File: config.mk
export PLATFORM = sky130hd
export DESIGN_NAME = ppu_issue_stage
export DESIGN_NICKNAME = d
export VERILOG_FILES = /design/src/rtl/ppu_issue_stage_pkg.sv /design/src/rtl/ppu_req_fifo.sv /design/src/rtl/ppu_issue_stage.sv
export SDC_FILE = /design/constraint.sdc
export NUM_CORES = 1
export LEC_CHECK = 0
export BUFFER_PORTS_ARGS = -buffer_cell sky130_fd_sc_hd__buf_2
export CORE_UTILIZATION = 45
export DETAILED_ROUTE_END_ITERATION = 12
export PLACE_DENSITY = 0.65
export SLEW_MARGIN = 20
export SYNTH_ARGS = -nofsm -noshare
export SYNTH_HDL_FRONTEND = slang
export SYNTH_SLANG_ARGS = --single-unit
File: constraint.sdc
create_clock -name clk -period 2.4 [get_ports clk]
set_input_delay 0.48 -clock clk [delete_from_list [all_inputs] [get_ports clk]]
set_output_delay 0.48 -clock clk [all_outputs]
set_load 0.1 [all_outputs]
File: src/rtl/ppu_issue_stage_pkg.sv
// ppu_issue_stage_pkg
//   Definitions shared by the posit issue stage and its request FIFO:
//   the op field width, the op encodings understood by the arithmetic core,
//   and a helper that builds the NaR bit pattern for a given posit width.
package ppu_issue_stage_pkg;

  localparam int OP_SIZE = 2;

  typedef enum logic [OP_SIZE-1:0] {
    OP_ADD = 2'b00,
    OP_SUB = 2'b01,
    OP_MUL = 2'b10,
    OP_DIV = 2'b11
  } op_e;

  // NaR is a single 1 in the sign position followed by zeros.
  // Callers truncate the result to their posit width.
  function automatic logic [63:0] nar_pattern(input int unsigned n);
    nar_pattern = 64'd1 << (n - 1);
  endfunction

endpackage

File: src/rtl/ppu_req_fifo.sv
// ppu_req_fifo
//   Small synchronous FIFO holding pending operation requests.
//   The head entry is read combinationally from the storage array, so an
//   entry written on one edge is visible at pop_data from the next cycle.
// Ports:
//   clk, rst_n          clock, asynchronous active-low reset
//   push, push_data     write request (ignored while full)
//   pop                 remove head entry (ignored while empty)
//   pop_data            current head entry
//   full, empty, count  occupancy status, count in 0..DEPTH
module ppu_req_fifo #(
  parameter int DEPTH = 4,
  parameter int W     = 8
) (
  input  logic                       clk,
  input  logic                       rst_n,
  input  logic                       push,
  input  logic [W-1:0]               push_data,
  input  logic                       pop,
  output logic [W-1:0]               pop_data,
  output logic                       full,
  output logic                       empty,
  output logic [$clog2(DEPTH):0]     count
);

  localparam int AW = $clog2(DEPTH);
  localparam int CW = AW + 1;

  logic [W-1:0]  mem [DEPTH];
  logic [AW-1:0] wr_ptr_reg;
  logic [AW-1:0] rd_ptr_reg;
  logic [CW-1:0] count_reg;

  logic do_push;
  logic do_pop;

  assign full     = (count_reg == CW'(DEPTH));
  assign empty    = (count_reg == '0);
  assign count    = count_reg;
  assign pop_data = mem[rd_ptr_reg];

  // A full FIFO refuses a push even when a pop frees a slot this cycle.
  assign do_push = push && !full;
  assign do_pop  = pop && !empty;

  // Storage carries no reset; reset discards contents by clearing count.
  always_ff @(posedge clk) begin
    if (do_push) begin
      mem[wr_ptr_reg] <= push_data;
    end
  end

  // DEPTH is a power of two, so pointers wrap naturally.
  always_ff @(posedge clk or negedge rst_n) begin
    if (!rst_n) begin
      wr_ptr_reg <= '0;
      rd_ptr_reg <= '0;
      count_reg  <= '0;
    end else begin
      if (do_push) wr_ptr_reg <= wr_ptr_reg + 1'b1;
      if (do_pop)  rd_ptr_reg <= rd_ptr_reg + 1'b1;
      case ({do_push, do_pop})
        2'b10:   count_reg <= count_reg + 1'b1;
        2'b01:   count_reg <= count_reg - 1'b1;
        default: count_reg <= count_reg;
      endcase
    end
  end

endmodule

File: src/rtl/ppu_issue_stage.sv
// ppu_issue_stage
//   Sequential wrapper around the combinational posit arithmetic core.
//   Requests are queued in a FIFO, registered onto the core inputs
//   (stage A), and the core result is captured into an output register
//   (stage B) presented over valid/ready. One op per cycle, in order.
// Ports:
//   clk, rst_n                        clock, asynchronous active-low reset
//   in_valid/in_ready                 request handshake
//   in_p1, in_p2, in_op, in_tag       request operands, op code and user tag
//   core_p1, core_p2, core_op         registered operands to the core
//   core_pout                         combinational core result
//   out_valid/out_ready               result handshake
//   out_pout, out_tag, out_nar        result, its tag, result-is-NaR flag
//   nar_sticky, nar_clear             sticky NaR flag and its clear
//   busy                              any request queued or in flight
//   ops_done                          completed output handshakes (wraps)
module ppu_issue_stage
  import ppu_issue_stage_pkg::*;
#(
  parameter int N     = 16,
  parameter int ES    = 1,
  parameter int DEPTH = 4,
  parameter int TAG_W = 4,
  parameter int CNT_W = 16
) (
  input  logic               clk,
  input  logic               rst_n,
  input  logic               in_valid,
  output logic               in_ready,
  input  logic [N-1:0]       in_p1,
  input  logic [N-1:0]       in_p2,
  input  logic [OP_SIZE-1:0] in_op,
  input  logic [TAG_W-1:0]   in_tag,
  output logic [N-1:0]       core_p1,
  output logic [N-1:0]       core_p2,
  output logic [OP_SIZE-1:0] core_op,
  input  logic [N-1:0]       core_pout,
  output logic               out_valid,
  input  logic               out_ready,
  output logic [N-1:0]       out_pout,
  output logic [TAG_W-1:0]   out_tag,
  output logic               out_nar,
  output logic               nar_sticky,
  input  logic               nar_clear,
  output logic               busy,
  output logic [CNT_W-1:0]   ops_done
);

  localparam logic [N-1:0] NAR = N'(nar_pattern(N));
  localparam int REQ_W = 2 * N + OP_SIZE + TAG_W;

  // Elaboration-time guard: an illegal parameter set instantiates a module
  // that does not exist, stopping the build. ES is otherwise only carried
  // through for consistency with the core.
  if (DEPTH < 2 || (DEPTH & (DEPTH - 1)) != 0 || ES >= N) begin : g_param_check
    illegal_ppu_issue_stage_parameters u_bad ();
  end

  // FIFO interface
  logic                   fifo_push;
  logic                   fifo_pop;
  logic [REQ_W-1:0]       fifo_head;
  logic                   fifo_full;
  logic                   fifo_empty;
  logic [$clog2(DEPTH):0] fifo_count;

  // Pipeline state
  logic               rdy_q;
  logic               a_valid_reg;
  logic [N-1:0]       a_p1_reg;
  logic [N-1:0]       a_p2_reg;
  logic [OP_SIZE-1:0] a_op_reg;
  logic [TAG_W-1:0]   a_tag_reg;
  logic               b_valid_reg;
  logic [N-1:0]       b_pout_reg;
  logic [TAG_W-1:0]   b_tag_reg;
  logic               b_nar_reg;
  logic               nar_sticky_reg;
  logic [CNT_W-1:0]   ops_done_reg;

  logic a_advance;
  logic a_load;
  logic core_is_nar;
  logic out_fire;

  // Head entry fields
  logic [N-1:0]       head_p1;
  logic [N-1:0]       head_p2;
  logic [OP_SIZE-1:0] head_op;
  logic [TAG_W-1:0]   head_tag;

  assign {head_p1, head_p2, head_op, head_tag} = fifo_head;

  // rdy_q keeps in_ready low through reset and the first edge after it.
  assign in_ready  = rdy_q && !fifo_full;
  assign fifo_push = in_valid && in_ready;

  // A moves into B whenever B is empty or B is being drained this cycle.
  assign a_advance   = a_valid_reg && (!b_valid_reg || out_ready);
  assign a_load      = !fifo_empty && (!a_valid_reg || a_advance);
  assign fifo_pop    = a_load;
  assign core_is_nar = (core_pout == NAR);
  assign out_fire    = b_valid_reg && out_ready;

  ppu_req_fifo #(
    .DEPTH (DEPTH),
    .W     (REQ_W)
  ) u_req_fifo (
    .clk       (clk),
    .rst_n     (rst_n),
    .push      (fifo_push),
    .push_data ({in_p1, in_p2, in_op, in_tag}),
    .pop       (fifo_pop),
    .pop_data  (fifo_head),
    .full      (fifo_full),
    .empty     (fifo_empty),
    .count     (fifo_count)
  );

  always_ff @(posedge clk or negedge rst_n) begin
    if (!rst_n) begin
      rdy_q <= 1'b0;
    end else begin
      rdy_q <= 1'b1;
    end
  end

  // Stage A: operand register feeding the core.
  always_ff @(posedge clk or negedge rst_n) begin
    if (!rst_n) begin
      a_valid_reg <= 1'b0;
      a_p1_reg    <= '0;
      a_p2_reg    <= '0;
      a_op_reg    <= '0;
      a_tag_reg   <= '0;
    end else if (a_load) begin
      a_valid_reg <= 1'b1;
      a_p1_reg    <= head_p1;
      a_p2_reg    <= head_p2;
      a_op_reg    <= head_op;
      a_tag_reg   <= head_tag;
    end else if (a_advance) begin
      // Operands are left in place so the core inputs stay quiet.
      a_valid_reg <= 1'b0;
    end
  end

  // Stage B: result register; holds steady while stalled.
  always_ff @(posedge clk or negedge rst_n) begin
    if (!rst_n) begin
      b_valid_reg <= 1'b0;
      b_pout_reg  <= '0;
      b_tag_reg   <= '0;
      b_nar_reg   <= 1'b0;
    end else if (a_advance) begin
      b_valid_reg <= 1'b1;
      b_pout_reg  <= core_pout;
      b_tag_reg   <= a_tag_reg;
      b_nar_reg   <= core_is_nar;
    end else if (out_ready) begin
      b_valid_reg <= 1'b0;
    end
  end

  // A new NaR capture takes priority over a simultaneous clear.
  always_ff @(posedge clk or negedge rst_n) begin
    if (!rst_n) begin
      nar_sticky_reg <= 1'b0;
      ops_done_reg   <= '0;
    end else begin
      if (a_advance && core_is_nar) begin
        nar_sticky_reg <= 1'b1;
      end else if (nar_clear) begin
        nar_sticky_reg <= 1'b0;
      end
      if (out_fire) begin
        ops_done_reg <= ops_done_reg + 1'b1;
      end
    end
  end

  assign core_p1    = a_p1_reg;
  assign core_p2    = a_p2_reg;
  assign core_op    = a_op_reg;
  assign out_valid  = b_valid_reg;
  assign out_pout   = b_pout_reg;
  assign out_tag    = b_tag_reg;
  assign out_nar    = b_nar_reg;
  assign nar_sticky = nar_sticky_reg;
  assign ops_done   = ops_done_reg;
  assign busy       = (fifo_count != '0) || a_valid_reg || b_valid_reg;

endmodule

==> flow_summary_export.csv <==
group,metric,value,unit
outcome,outcome,"complete, no violations",
layout,largest_reg_flops,152,
timing,worst_pin_slew,0.705,ns
detailed_routing,viasPerCell,5.03,
timing,slew_violations,0,
yosys,synth-edff-count,152,
timing,max-slew-margin-rel,53.0,%
global_route,grt_antenna_before_repair,1,
clocking,cts-root-buf,"clkbuf_16",
timing,worst_hold_slack,0.183,ns
yosys,synthDistinctLibCells,32,
detailed_routing,wl_per_cell,18.2,µm
yosys,yosysSeqAreaShare,74.5,%
placed_design,gp_congestion,0.752,
floorplan,dieHeight,144,µm
critical_path,arrival,1.68,ns
hold_path,hold_end,"u_req_fifo.mem[1][13]$_DFFE_PP_",
detailed_routing,wl,16100,µm
yosys,syn_nets,511,
job,cap_violations,0,
placed_design,dpl_cell_area,10100,µm²
floorplan,start_util,46.2,%
yosys,yosysWarningCount,0,
critical_path,required,1.92,ns
hold_path,hold_path.class,"input port to flop",
yosys,syn_area_per_cell,20.3,µm²
placed_design,portBuffers,133,
clocking,clk_pin_slew,0.06,ns
timing,finalClockSkew,0.0138,ns
critical_path,crit_buf_inv,2,
critical_path,worstReg2RegStart,"u_req_fifo.count[0]$_DFFE_PN0P_",
timing,hold_viol,0,
layout,n_fill_cell,1538,
timing,rsz0062_at_grt,"no",
hold_path,hp-start,"in_p2[7]",
clocking,htreeDepth,1,
critical_path,start_kind,"flop",
floorplan,die_w,144,µm
layout,layout.nets,669,
yosys,synth_area_leaders,"edfxtp_1 (51%), dfrtp_1 (24%), mux4_2 (9.5%)",
yosys,ys_ff_latch,238,
detailed_routing,drc,0,
timing,period_share,89.9,%
floorplan,die-area,20600,µm²
floorplan,design.portCount,134,
clocking,post_cts_buffers,0,
yosys,yosysTopAreaCellShare,50.6,%
placed_design,pre_cts_ws,0.315,ns
clocking,insertion_delay,0.51,ns
layout,area_growth,21.5,%
floorplan,core_area,19500,µm²
yosys,postSynthCellCount,445,
critical_path,worstPathCellList,"inv_1 > a31oi_4 > buf_2",
clocking,tritoncts,"done",
global_route,grt_usage,16.2,%
layout,seq_area,6720,µm²
global_route,grt_pass1_wl,25100,µm
layout,largest-register,"u_req_fifo.mem",
layout,multi_input_area,2180,µm²
detailed_routing,antenna_left,0,
critical_path,rr_worst_depth,10,
yosys,yosysTopAreaCell,"edfxtp_1",
global_route,grt_max_degree,41,
critical_path,critPathMaxFanout,6,
global_route,grt_pass1_vias,4671,
layout,final_area,11000,µm²
critical_path,r2r_slack,0.30,ns
critical_path,crit_path_top_delay_cell,"buf_2",
yosys,synthArstFlopShare,36.1,%
detailed_routing,vias,4453,
placed_design,dpl.hpwl,9760,µm
floorplan,num_rows,51,
layout,antenna_cells,0,
hold_path,hold_depth,1,
critical_path,cp_top_family,"buffers and inverters",
timing,fin_tns_setup,0,ns
timing,min_period,2.16,ns
clocking,ctsResizeCount,0,
timing,max_freq,0.464,GHz
global_route,overflow,0,
yosys,synthFlopType,"edfxtp_1",
detailed_routing,first_pass_iters,4,
critical_path,endpoint_kind,"output pin",
clocking,clock-sinks,238,
critical_path,critPathMaxStageDelay,0.47,ns
clocking,clk_path_buf_depth,3,
layout,layout-drive-gt1-share,46.9,%
clocking,cts_buffers,25,
critical_path,crit_type,"flop to output pin",
timing,setup_ws,0.243,ns
detailed_routing,initialDrtViolationCount,109,
yosys,synth_area,9020,µm²
critical_path,reg2reg_to,"u_req_fifo.count[2]$_DFFE_PN0P_",
timing,setup_viol,0,
clocking,hold_buffers,1,
==> stage by stage <==
stage,util [%],instances
CTS,56.1,886
global placement,51.8,840
floorplan,-,445
global route,56.1,886
finish,56.1,886
detailed placement,51.8,840
==> layer usage <==
metal / global-route usage, % / vias to the layer above / share of wire (%)
met2: 27.8 / 128 / 49
met1: 20.4 / 2256 / 42
met3: 4.13 / 31 / 6.9
met4: 4.54 / 0 / 2.0
li1: - / 2038 / -
met5: 0 / - / 0
==> synthesized netlist by cell type, types with 5 or more instances <==
cell type / n
xnor2_1: 17
nor2_1: 6
edfxtp_1: 152
nand3_1: 5
inv_1: 10
mux2_2: 49
ha_1: 6
mux4_2: 38
buf_6: 5
dfrtp_1: 86
mux2_4: 11
nand2_1: 16
==> worst max path at each step <==
stage / startpoint / to / cells after the start
2_1_floorplan: out_valid$_DFFE_PN0P_ / u_req_fifo.count[2]$_DFFE_PN0P_ / 9
3_3_place_gp: out_ready / core_p2[12]$_DFFE_PN0P_ / 5
3_5_place_dp: out_ready / u_req_fifo.count[2]$_DFFE_PN0P_ / 9
4_1_cts: u_req_fifo.count[0]$_DFFE_PN0P_ / busy / 3
5_1_grt: u_req_fifo.count[0]$_DFFE_PN0P_ / u_req_fifo.count[2]$_DFFE_PN0P_ / 10
6_report: u_req_fifo.count[0]$_DFFE_PN0P_ / in_ready / 3
==> layout make-up <==
type,instances,share of cell area (%)
clock inverter,12,1.32
multi-input combinational,182,19.9
tap,265,3.03
clock buffer,33,6.26
sequential,238,61.4
timing repair buffer,146,7.81
inverter,10,0.343
==> cell families after synthesis <==
logic type,synth area share (%)
AOI/OAI and AO/OA,0.236
xor gates and xnor gates,2.04
adders and majority gates,1.05
buffers and inverters,1.68
DFF,74.5
muxes,17.5
other,0.0416
and+or+nand+nor,2.93
==> cells in the final DEF (no fill, tap or decap), types with 7 or more instances in the layout <==
cell       synthesis  final
inv_1             10     10
buf_2              4    132
dfrtp_1           86     83
mux2_2            49     49
buf_12             0      7
xnor2_1           17     17
clkbuf_16          0     25
mux4_2            38     38
mux2_4            11     11
nand2_1           16     16
edfxtp_1         152    152
Power is not shown: default switching activity piles up to over one toggle a cycle in this logic, so the estimate is an artifact.
